### config.mk
export PLATFORM = sky130hd
export DESIGN_NAME = uart_rx
export DESIGN_NICKNAME = d
export VERILOG_FILES = /design/src/rtl/uart_pkg.sv /design/src/rtl/uart_sync.sv /design/src/rtl/uart_rx.sv
export SDC_FILE = /design/constraint.sdc
export NUM_CORES = 1
export LEC_CHECK = 0
export ABC_AREA = 1
export CAP_MARGIN = 20
export CORE_MARGIN = 5
export CORE_UTILIZATION = 54
export DETAILED_ROUTE_END_ITERATION = 16
export PLACE_DENSITY = 0.72
export SYNTH_ARGS = -nofsm -noshare
export SYNTH_HDL_FRONTEND = slang
export SYNTH_SLANG_ARGS = --single-unit
### constraint.sdc
create_clock -name clk -period 1.9 [get_ports clk]
set_input_delay 0.38 -clock clk [delete_from_list [all_inputs] [get_ports clk]]
set_output_delay 0.38 -clock clk [all_outputs]
set_load 0.02 [all_outputs]
### src/rtl/uart_pkg.sv
// ---------------------------------------------------------------------------
// uart_pkg
// Shared types and helpers for the UART receive path.
//   uart_rx_state_t  : receiver FSM states (PARITY is only used when the
//                      UART_RX_PARITY_EN macro is defined)
//   UART_DATA_W      : payload width of one UART character
//   uart_even_parity : even-parity bit for a byte (XOR reduction)
// ---------------------------------------------------------------------------
package uart_pkg;

   localparam int UART_DATA_W = 8;

   typedef enum logic [2:0] {
      IDLE,
      START,
      DATA,
      PARITY,
      STOP,
      BREAK
   } uart_rx_state_t;

   // Bit that makes data plus parity contain an even number of ones.
   function automatic logic uart_even_parity(input logic [UART_DATA_W-1:0] d);
      return ^d;
   endfunction

endpackage

### src/rtl/uart_sync.sv
// ---------------------------------------------------------------------------
// uart_sync
// Two-flop synchroniser for a single asynchronous input.
// Ports:
//   clk  (in)  destination clock
//   rst  (in)  asynchronous active-high reset, loads RST_VAL into both flops
//   d_i  (in)  asynchronous input
//   q_o  (out) synchronised input, two clk cycles of latency
// RST_VAL defaults to 1 so an idle-high UART line looks idle out of reset.
// ---------------------------------------------------------------------------
module uart_sync #(
   parameter logic RST_VAL = 1'b1
) (
   input  logic clk,
   input  logic rst,
   input  logic d_i,
   output logic q_o
);

   logic meta_q;
   logic sync_q;

   always_ff @(posedge clk or posedge rst) begin
      if (rst) begin
         meta_q <= RST_VAL;
         sync_q <= RST_VAL;
      end else begin
         meta_q <= d_i;
         sync_q <= meta_q;
      end
   end

   assign q_o = sync_q;

endmodule

### src/rtl/uart_rx.sv
// ---------------------------------------------------------------------------
// uart_rx
// UART receiver, 8N1, LSB first, idle-high line. Deserialises sin into bytes
// and hands them downstream over a valid/ready handshake.
// Ports:
//   clk         (in)  system clock
//   rst         (in)  asynchronous active-high reset
//   sin         (in)  serial line, asynchronous to clk
//   rx_data     (out) received byte, stable while rx_valid is high
//   rx_valid    (out) byte available
//   rx_ready    (in)  consumer takes the byte when rx_valid && rx_ready
//   frame_err   (out) one-cycle pulse, stop bit sampled low
//   overrun_err (out) one-cycle pulse, byte completed while previous unread
//   busy        (out) high whenever the FSM is not in IDLE
//   parity_err  (out) only with UART_RX_PARITY_EN: one-cycle pulse alongside
//                     delivery of a byte whose even parity check failed
// Optional feature macro: UART_RX_PARITY_EN adds an even parity bit between
// the data bits and the stop bit (8E1). Without it the receiver is pure 8N1.
// ---------------------------------------------------------------------------
module uart_rx
   import uart_pkg::*;
#(
   parameter int CLKS_PER_BIT = 868
) (
   input  logic                   clk,
   input  logic                   rst,
   input  logic                   sin,
   output logic [UART_DATA_W-1:0] rx_data,
   output logic                   rx_valid,
   input  logic                   rx_ready,
   output logic                   frame_err,
   output logic                   overrun_err,
   output logic                   busy
`ifdef UART_RX_PARITY_EN
   ,output logic                  parity_err
`endif
);

   localparam int HALF_BIT = CLKS_PER_BIT / 2;
   localparam int CNT_W    = $clog2(CLKS_PER_BIT);

   localparam logic [CNT_W-1:0] CNT_FULL = CNT_W'(CLKS_PER_BIT - 1);
   localparam logic [CNT_W-1:0] CNT_HALF = CNT_W'(HALF_BIT - 1);

   if (CLKS_PER_BIT < 4 || CLKS_PER_BIT > 65535 || (CLKS_PER_BIT % 2) != 0) begin : g_bad_cfg
      $error("uart_rx: CLKS_PER_BIT must be even and within 4..65535");
   end

   logic                   sin_s;
   uart_rx_state_t         state_q;
   logic [CNT_W-1:0]       cnt_q;
   logic [2:0]             idx_q;
   logic [UART_DATA_W-1:0] shreg_q;
   logic                   stop_ok_q;
   logic                   frame_err_q;
   logic                   busy_q;
   logic                   bit_tick;

   logic [UART_DATA_W-1:0] rx_data_q, rx_data_d;
   logic                   rx_valid_q, rx_valid_d;
   logic                   overrun_q, overrun_d;

`ifdef UART_RX_PARITY_EN
   logic                   par_bit_q;
   logic                   parity_err_q, parity_err_d;
`endif

   uart_sync #(.RST_VAL(1'b1)) u_sync (
      .clk (clk),
      .rst (rst),
      .d_i (sin),
      .q_o (sin_s)
   );

   // Every state that times a bit reaches its sample point when cnt hits 0.
   assign bit_tick = (cnt_q == '0);

   // Receiver FSM. busy is registered alongside the state so it equals
   // (state != IDLE) without a decode after the flops.
   always_ff @(posedge clk or posedge rst) begin
      if (rst) begin
         state_q     <= IDLE;
         cnt_q       <= '0;
         idx_q       <= '0;
         stop_ok_q   <= 1'b0;
         frame_err_q <= 1'b0;
         busy_q      <= 1'b0;
      end else begin
         stop_ok_q   <= 1'b0;
         frame_err_q <= 1'b0;
         case (state_q)
            IDLE: begin
               if (!sin_s) begin
                  state_q <= START;
                  cnt_q   <= CNT_HALF;
                  busy_q  <= 1'b1;
               end
            end
            START: begin
               if (bit_tick) begin
                  // A start bit that is no longer low at mid-bit was a glitch.
                  if (!sin_s) begin
                     state_q <= DATA;
                     cnt_q   <= CNT_FULL;
                     idx_q   <= '0;
                  end else begin
                     state_q <= IDLE;
                     busy_q  <= 1'b0;
                  end
               end else begin
                  cnt_q <= cnt_q - CNT_W'(1);
               end
            end
            DATA: begin
               if (bit_tick) begin
                  cnt_q <= CNT_FULL;
                  if (idx_q == 3'd7) begin
`ifdef UART_RX_PARITY_EN
                     state_q <= PARITY;
`else
                     state_q <= STOP;
`endif
                  end else begin
                     idx_q <= idx_q + 3'd1;
                  end
               end else begin
                  cnt_q <= cnt_q - CNT_W'(1);
               end
            end
`ifdef UART_RX_PARITY_EN
            PARITY: begin
               if (bit_tick) begin
                  state_q <= STOP;
                  cnt_q   <= CNT_FULL;
               end else begin
                  cnt_q <= cnt_q - CNT_W'(1);
               end
            end
`endif
            STOP: begin
               // Leaving at mid-stop-bit leaves half a bit to rearm for a
               // back-to-back start edge.
               if (bit_tick) begin
                  if (sin_s) begin
                     state_q   <= IDLE;
                     busy_q    <= 1'b0;
                     stop_ok_q <= 1'b1;
                  end else begin
                     state_q     <= BREAK;
                     frame_err_q <= 1'b1;
                  end
               end else begin
                  cnt_q <= cnt_q - CNT_W'(1);
               end
            end
            BREAK: begin
               // Wait for the line to return high so a held-low line does
               // not look like a stream of start bits.
               if (sin_s) begin
                  state_q <= IDLE;
                  busy_q  <= 1'b0;
               end
            end
            default: begin
               state_q <= IDLE;
               busy_q  <= 1'b0;
            end
         endcase
      end
   end

   // Payload capture; only read after a completed frame, so no reset needed.
   always_ff @(posedge clk) begin
      if (state_q == DATA && bit_tick) begin
         shreg_q[idx_q] <= sin_s;
      end
   end

`ifdef UART_RX_PARITY_EN
   always_ff @(posedge clk) begin
      if (state_q == PARITY && bit_tick) begin
         par_bit_q <= sin_s;
      end
   end
`endif

   // Output register: a good frame loads only if the slot is free or being
   // emptied this very cycle; otherwise the new byte is dropped as overrun.
   always_comb begin
      rx_data_d  = rx_data_q;
      rx_valid_d = rx_valid_q;
      overrun_d  = 1'b0;
`ifdef UART_RX_PARITY_EN
      parity_err_d = 1'b0;
`endif
      if (rx_valid_q && rx_ready) begin
         rx_valid_d = 1'b0;
      end
      if (stop_ok_q) begin
         if (!rx_valid_q || rx_ready) begin
            rx_data_d  = shreg_q;
            rx_valid_d = 1'b1;
`ifdef UART_RX_PARITY_EN
            parity_err_d = uart_even_parity(shreg_q) ^ par_bit_q;
`endif
         end else begin
            overrun_d = 1'b1;
         end
      end
   end

   always_ff @(posedge clk or posedge rst) begin
      if (rst) begin
         rx_data_q  <= '0;
         rx_valid_q <= 1'b0;
         overrun_q  <= 1'b0;
`ifdef UART_RX_PARITY_EN
         parity_err_q <= 1'b0;
`endif
      end else begin
         rx_data_q  <= rx_data_d;
         rx_valid_q <= rx_valid_d;
         overrun_q  <= overrun_d;
`ifdef UART_RX_PARITY_EN
         parity_err_q <= parity_err_d;
`endif
      end
   end

   assign rx_data     = rx_data_q;
   assign rx_valid    = rx_valid_q;
   assign frame_err   = frame_err_q;
   assign overrun_err = overrun_q;
   assign busy        = busy_q;
`ifdef UART_RX_PARITY_EN
   assign parity_err  = parity_err_q;
`endif

endmodule

==> reports/metrics.cfg <==
[status]
status = completed

[sta]
slew_headroom_pct = 74.1
fin_worst_skew_ns = 0.00615
setup_violations = 0
period_share_pct = 96.7
report.final.slew_viol_count = 0
tns_ns = 0
hold_violations = 0
tightest_slew_ns = 0.389
fmax_mhz = 544
period_minus_slack_ns = 1.84

[synthesis]
synth_compound_area_share_pct = 4.05
synth_xor_area_share_pct = 0.872
yosysUniqueCellTypes = 23
syn_area_per_cell_um2 = 8.51
synth_adder_area_share_pct = 2.49
synth_area_leaders = dfrtp_1 (36%), nand2_1 (13%), edfxtp_1 (12%)
synth_top_family_by_area = simple AND/OR/NAND/NOR gates
yosysMostFrequentCell = nand2_1
netlist_area_um2 = 2010
synth_warnings = 0
synth_seq_cells = 39
async_flop_share_pct = 79.5
synth_edf_count = 8
synth_top_flop_cell = dfrtp_1
synth-simple-area-share_pct = 31.6
syn_nets = 244
ys_seq_area_share_pct = 50.7
syn_inst = 236
netlist_top_cells_count = nand2_1 (71), dfrtp_1 (29), inv_1 (24), nor2_1 (23), nand3_1 (19)
synth_top_area_cell = dfrtp_1
synth.top_cell.area_share_pct = 36.1
synth_mux_area_share_pct = 4.49

[clock_tree]
root_buffer = clkbuf_8
cts_sinks = 39
htreeDepth = 2
numCtsBuffers = 5
cts_tree = built
ctsLongestPathBuffers = 2
clock_latency_ns = 0.29
cts.clk_slew.worst_paths_ns = 0.08
cts_setup_buffers = 0

[die]
boundaryPins = 16
start_util_pct = 55.3
fp.dieH_um = 71.0
die_x_um = 71.0
dieArea_um2 = 5040
std_cell_rows = 22
coreArea_um2 = 3630

[route]
drc = 0
first_iter_violations = 102
vias = 1579
wirelength_mm = 3.94
wire_per_inst_um = 12.8
drtAntennaViolNets = 0
drt_first_pass_iters = 5
vias_per_cell = 5.13

[critical_path]
critPathSlowestCell = dfrtp_1
worst-path-buf-inv = 2
cp_top_family = simple AND/OR/NAND/NOR gates
worst_setup_path_end_kind = flip-flop
worstSetupPathType = reg2reg
slowest_delay_ns = 0.39
crit_chain = inv_1 -> ha_1 -> nand3_1 -> nor2_4 -> nand2_4 -> inv_2 -> nand3_2 -> nor3_1
arrival_ns = 1.83
worst_setup_path_start_kind = flip-flop
crit_required_ns = 1.89
crit_fanout = 6

[final_layout]
drive_above_1_share_pct = 19.2
area_delta_synth_final_pct = 17.7
antenna_cells = 0
nNetsFinal = 267

[power]
p_per_area_nw_per_um2 = 624
ir_drop_mv = 0.481
p_leak_nw = 1.20
power.total_w = 0.00148

[hold_path]
min_path_type = reg2reg

[placement]
gp_congestion = 0.901
dp_hpwl_mm = 2.90
io_buffers = 15

[global_route]
grt-ovfl-total = 0
antenna_found_initial = 0
grt_pass1_vias = 1515
grt_use_total_pct = 17.4
grt_max_degree = 32
grt_pass1_wl_mm = 6.91

[flow_run]
drv_cap = 0

## sequential cells by signal (all words and copies together), names as in the netlist
register / count
state_q: 3
overrun_err: 1
rx_valid: 1
u_sync.q_o: 1
stop_ok_q: 1
busy: 1
cnt_q: 10
idx_q: 3
u_sync.meta_q: 1
shreg_q: 8
frame_err: 1
rx_data: 8
## worst reg2reg max path: cells and delay by family, from the launching register on
family | cells | cell delay, ns
flops | 1 | 0.39
fa+ha+maj | 1 | 0.21
simple gates | 5 | 0.69
buf+inv | 2 | 0.24
## cell type report
| type | instances | area [um2] |
|---|---|---|
| fill | 324 | 1270 |
| sequential | 39 | 1020 |
| multi-input combinational | 168 | 916 |
| timing repair buffer | 17 | 165 |
| inverter | 28 | 105 |
| clock buffer | 6 | 82.6 |
| tap | 48 | 60.1 |
| clock inverter | 2 | 16.3 |
## final timing paths
path	startpoint	end	slack, ns	cells after the start
min	u_sync.meta_q$_DFF_PP1_	u_sync.q_o$_DFF_PP1_	0.37	0
max reg2reg	cnt_q[0]$_DFFE_PP0P_	shreg_q[5]$_DFFE_PP_	0.06	8
min reg2reg	u_sync.meta_q$_DFF_PP1_	u_sync.q_o$_DFF_PP1_	0.37	0
max	cnt_q[0]$_DFFE_PP0P_	shreg_q[5]$_DFFE_PP_	0.06	8
max in group asynchronous	rst	u_sync.meta_q$_DFF_PP1_	1.12	3
min in group asynchronous	rst	rx_data[2]$_DFFE_PP0P_	0.46	3
## per-stage QoR
step | hold slack, ns | instances | utilization, % | worst slack (ns) | cell area (um2)
after floorplan | 0.345 | 236 | - | 0.224 | 2010
after global placement | 0.346 | 300 | 61.2 | 0.150 | 2220
after detailed placement | 0.358 | 300 | 61.2 | 0.0671 | 2220
after CTS | 0.370 | 308 | 63.9 | 0.0687 | 2320
after global routing | 0.370 | 308 | 65.0 | -0.0517 | 2360
final | 0.368 | 308 | 65.0 | 0.0633 | 2360
## power breakdown
| group | internal [W] | leakage (nW) | switching (W) | total [W] |
|---|---|---|---|---|
| registers | 0.000857 | 0.473 | 0.00000323 | 0.000860 |
| clock network | 0.000296 | 0.0474 | 0.000293 | 0.000589 |
| logic | 0.00000832 | 0.675 | 0.0000179 | 0.0000262 |
| total | 0.00116 | 1.20 | 0.000314 | 0.00148 |
## layout by cell type, fill, tap and decap left out, types with 2 or more instances in the layout
cell type        instances
xor2_1                   2
ha_1                     4
o21ai_0                  7
nand2_4                  3
inv_1                   23
clkbuf_8                 6
buf_4                    2
nor3_1                   3
edfxtp_1                 8
mux2_2                   8
dfstp_2                  2
dfrtp_1                 29
nand3_1                 18
nor2_4                   3
o21ai_2                  3
nand4_1                  3
a21oi_1                  2
o21ai_1                  2
nand2_1                 70
nand2_2                  7
nor3_2                   7
inv_2                    5
nor2_1                  23
clkdlybuf4s50_1         15
## repair_timing
item / in CTS / in global routing
hold buffers: 0 / 0
setup endpoints to repair: 0 / 8
gates resized for setup: 0 / 10
hold endpoints to repair: 0 / 0
## per-layer routing
metal	vias up	wire [um]	GRT usage [%]
met5	-	0	0
met4	0	68	6.89
met3	7	160	4.40
met2	26	1790	27.8
met1	745	1930	22.7
li1	801	-	-
## logic make-up (layout without fill, tap and decap cells)
logic type | Yosys count | after routing
DFF | 39 | 39
buffers and inverters | 29 | 53
and+or+nand+nor | 140 | 140
muxes | 8 | 8
adders and majority gates | 4 | 4
xor gates and xnor gates | 2 | 2
AOI/OAI and AO/OA | 14 | 14
(Power assumes the default switching activity.)
==> RTL edit (same flow settings) <==
Build with the macro `UART_RX_PARITY_EN` defined.
--- a/src/rtl/uart_rx.sv
+++ b/src/rtl/uart_rx.sv
@@ -17,6 +17,8 @@
 // Optional feature macro: UART_RX_PARITY_EN adds an even parity bit between
 // the data bits and the stop bit (8E1). Without it the receiver is pure 8N1.
 // ---------------------------------------------------------------------------
+`define UART_RX_PARITY_EN
+
 module uart_rx
    import uart_pkg::*;
 #(
Check against the original RTL (old outputs only; new: parity_err): same outputs for any inputs over 10 cycles, from zero or initial values and one cycle with rst high; that may be too few to reach the edited logic, so the function may still have changed.
==> RTL edit against the original RTL <==
Critical path depth is the same; design area grew 9.5%; setup slack gained 110 ps; routed wire length grew 5.0%; core utilization shrank 0.82 points; clock skew is essentially flat; count of clock-buffer cells in the layout grew 1; sequential cell count grew 2; via count grew 11%; area after synthesis grew 13%; die area grew 11%; critical path type unchanged; largest cell class unchanged.
Power is not compared: it rests on default switching activity, and its combinational part moved more than twofold at a synthesized area within 25%.
==> RTL edit: results (changes against the original RTL) <==
Run status:
- The run finished with clean final reports.

Route:
- The average routed wire per standard cell was 11.4 um (-11%).
- The number of optimization iterations in the first detailed-route pass is 4 (-1).
- The number of vias in the routed layout is 1750 (+11%).
- The violation count after the first detailed-route iteration is 82 (-20%).

Global route:
- The overall routing resource usage is 0.169 (-0.00564).
- The initial antenna violation count is 0 (unchanged).
- The pin count of the biggest net entering global routing is 33 (+3.1%).
- The via count of the first global-routing pass is 1611 (+6.3%).
- The wire length of the first global-routing pass is 7200 um (+4.3%).

CTS:
- The number of setup buffers added after CTS was 0 (unchanged).
- The number of H-tree levels came to 2 (unchanged).
- The clock transition at the registers of the reported paths came to 80 ps (about the same).
- The insertion delay to the later sink of the worst-skew pair is 290 ps (about the same).
- The number of buffers added by the clock tree synthesis step came to 5 (unchanged).
- The buffer type at the clock tree root is sky130_fd_sc_hd__clkbuf_8.
- The total of cells resized after clock tree synthesis came to 0 (unchanged).

Synth:
- After synthesis, the cell types taking the most area are sky130_fd_sc_hd__dfrtp_1, sky130_fd_sc_hd__nand2_1, sky130_fd_sc_hd__edfxtp_1.
- The share of async-settable or async-resettable flops after synthesis is 0.780 (-0.0144).
- The number of nets produced by synthesis is 295 (+21%).
- The number of enable flip-flop cells after synthesis is 9 (+1).
- The post-synthesis cell type count is 27 (+17%).
- The cell type contributing the most total cell area after synthesis is sky130_fd_sc_hd__dfrtp_1.
- The post-synthesis sequential area ratio was 0.474 (-0.0331).
- By count the netlist is led by sky130_fd_sc_hd__nand2_1, sky130_fd_sc_hd__inv_1, sky130_fd_sc_hd__nor2_1.

Cells and area:
- The share of final-layout standard cells stronger than drive strength 1 came to 0.143 (-0.0490).
- The register with the most flip-flops in the final layout is cnt_q.
- The number of nets in the final layout is 320 (+20%).
- The flip-flop count of the largest register after layout is 10 (unchanged).
- The antenna diode count was 0 (unchanged).

Timing:
- The worst hold margin is 364 ps (-3.92 ps).
- The transition time of the tightest slew-check pin is 398 ps (+9.20 ps).
- The final worst clock skew is 6.57 ps (+0.413 ps).
- The max-slew violation count is 0 (unchanged).

Critical path:
- The endpoint of the most critical register-to-register path is shreg_q[1]$_DFFE_PP_.
- In this run the critical register-to-register path is launched from cnt_q[1]$_DFFE_PP0P_.
- The depth of the most critical reg-to-reg path is 8 (unchanged).
- The arrival time reported for the critical path endpoint is 1710 ps (-120 ps).
- The reg-to-reg setup timing slack came to 170 ps (+110 ps).
- The biggest cell delay along the critical path is 390 ps (about the same).
- The biggest fanout along the worst timing path is 5 (-1).

Place:
- The count of port buffers added during placement is 16 (+1).
- The half-perimeter wire length after detailed placement is 3070 um (+5.8%).
- The global placement routability congestion is 0.880 (-2.3%).
- The post-placement setup slack is 188 ps (+120 ps).

Power and ir drop:
- The maximum vdd ir drop is 0.000392 V.
- The leakage power is 1.28 nW.

Min path:
- The worst hold path terminates at u_sync.q_o$_DFF_PP1_.
## RTL edit: final cells by class
| type | instances | area (um^2) |
|---|---|---|
| Timing Repair Buffer | 20 | 190 |
| Multi-Input combinational cell | 204 | 1020 |
| Tap cell | 50 | 62.6 |
| Clock inverter | 1 | 5.00 |
| Clock buffer | 7 | 76.3 |
| Sequential cell | 41 | 1070 |
| Fill cell | 345 | 1440 |
| Inverter | 41 | 159 |
## RTL edit: worst max path at each step
| stage | startpoint | end | slack, ps | depth (start not counted) |
|---|---|---|---|---|
| after floorplan | cnt_q[0]$_DFFE_PP0P_ | shreg_q[1]$_DFFE_PP_ | 240 | 8 |
| after global placement | cnt_q[0]$_DFFE_PP0P_ | shreg_q[1]$_DFFE_PP_ | 270 | 8 |
| after detailed placement | cnt_q[1]$_DFFE_PP0P_ | shreg_q[1]$_DFFE_PP_ | 190 | 8 |
| after CTS | cnt_q[1]$_DFFE_PP0P_ | shreg_q[1]$_DFFE_PP_ | 190 | 8 |
| after global routing | cnt_q[1]$_DFFE_PP0P_ | cnt_q[7]$_DFFE_PP0P_ | 10 | 12 |
| final | cnt_q[1]$_DFFE_PP0P_ | shreg_q[1]$_DFFE_PP_ | 170 | 8 |
## RTL edit: layer usage
metal	share of wire	track usage	vias to the layer above
met5	0	0	-
met1	0.49	0.225	763
met2	0.45	0.270	38
li1	-	-	944
met4	0.013	0.0494	0
met3	0.044	0.0467	5
## RTL edit: kinds of logic (layout without fill, tap and decap cells)
logic type / count (synthesis) / in the layout / share of synthesized area
buffers and inverters: 43 / 69 / 0.0751
DFF: 41 / 41 / 0.474
adders and majority gates: 3 / 3 / 0.0166
AOI/OAI and AO/OA: 23 / 23 / 0.0541
and+or+nand+nor: 169 / 169 / 0.345
xor gates and xnor gates: 9 / 9 / 0.0348
## RTL edit: power breakdown
| part | total [mW] | switching [mW] | leakage [nW] | internal, mW |
|---|---|---|---|---|
| sequential | 0.920 | 0.00819 | 0.477 | 0.911 |
| clock | 0.541 | 0.283 | 0.0422 | 0.258 |
| combinational | 0.0648 | 0.0377 | 0.760 | 0.0272 |
## RTL edit: stage by stage
stage	util	area, um^2	std cells
finish	0.642	2590	364
global route	0.642	2590	364
CTS	0.642	2590	364
detailed placement	0.622	2510	356
global placement	0.622	2510	356
floorplan	-	2260	288
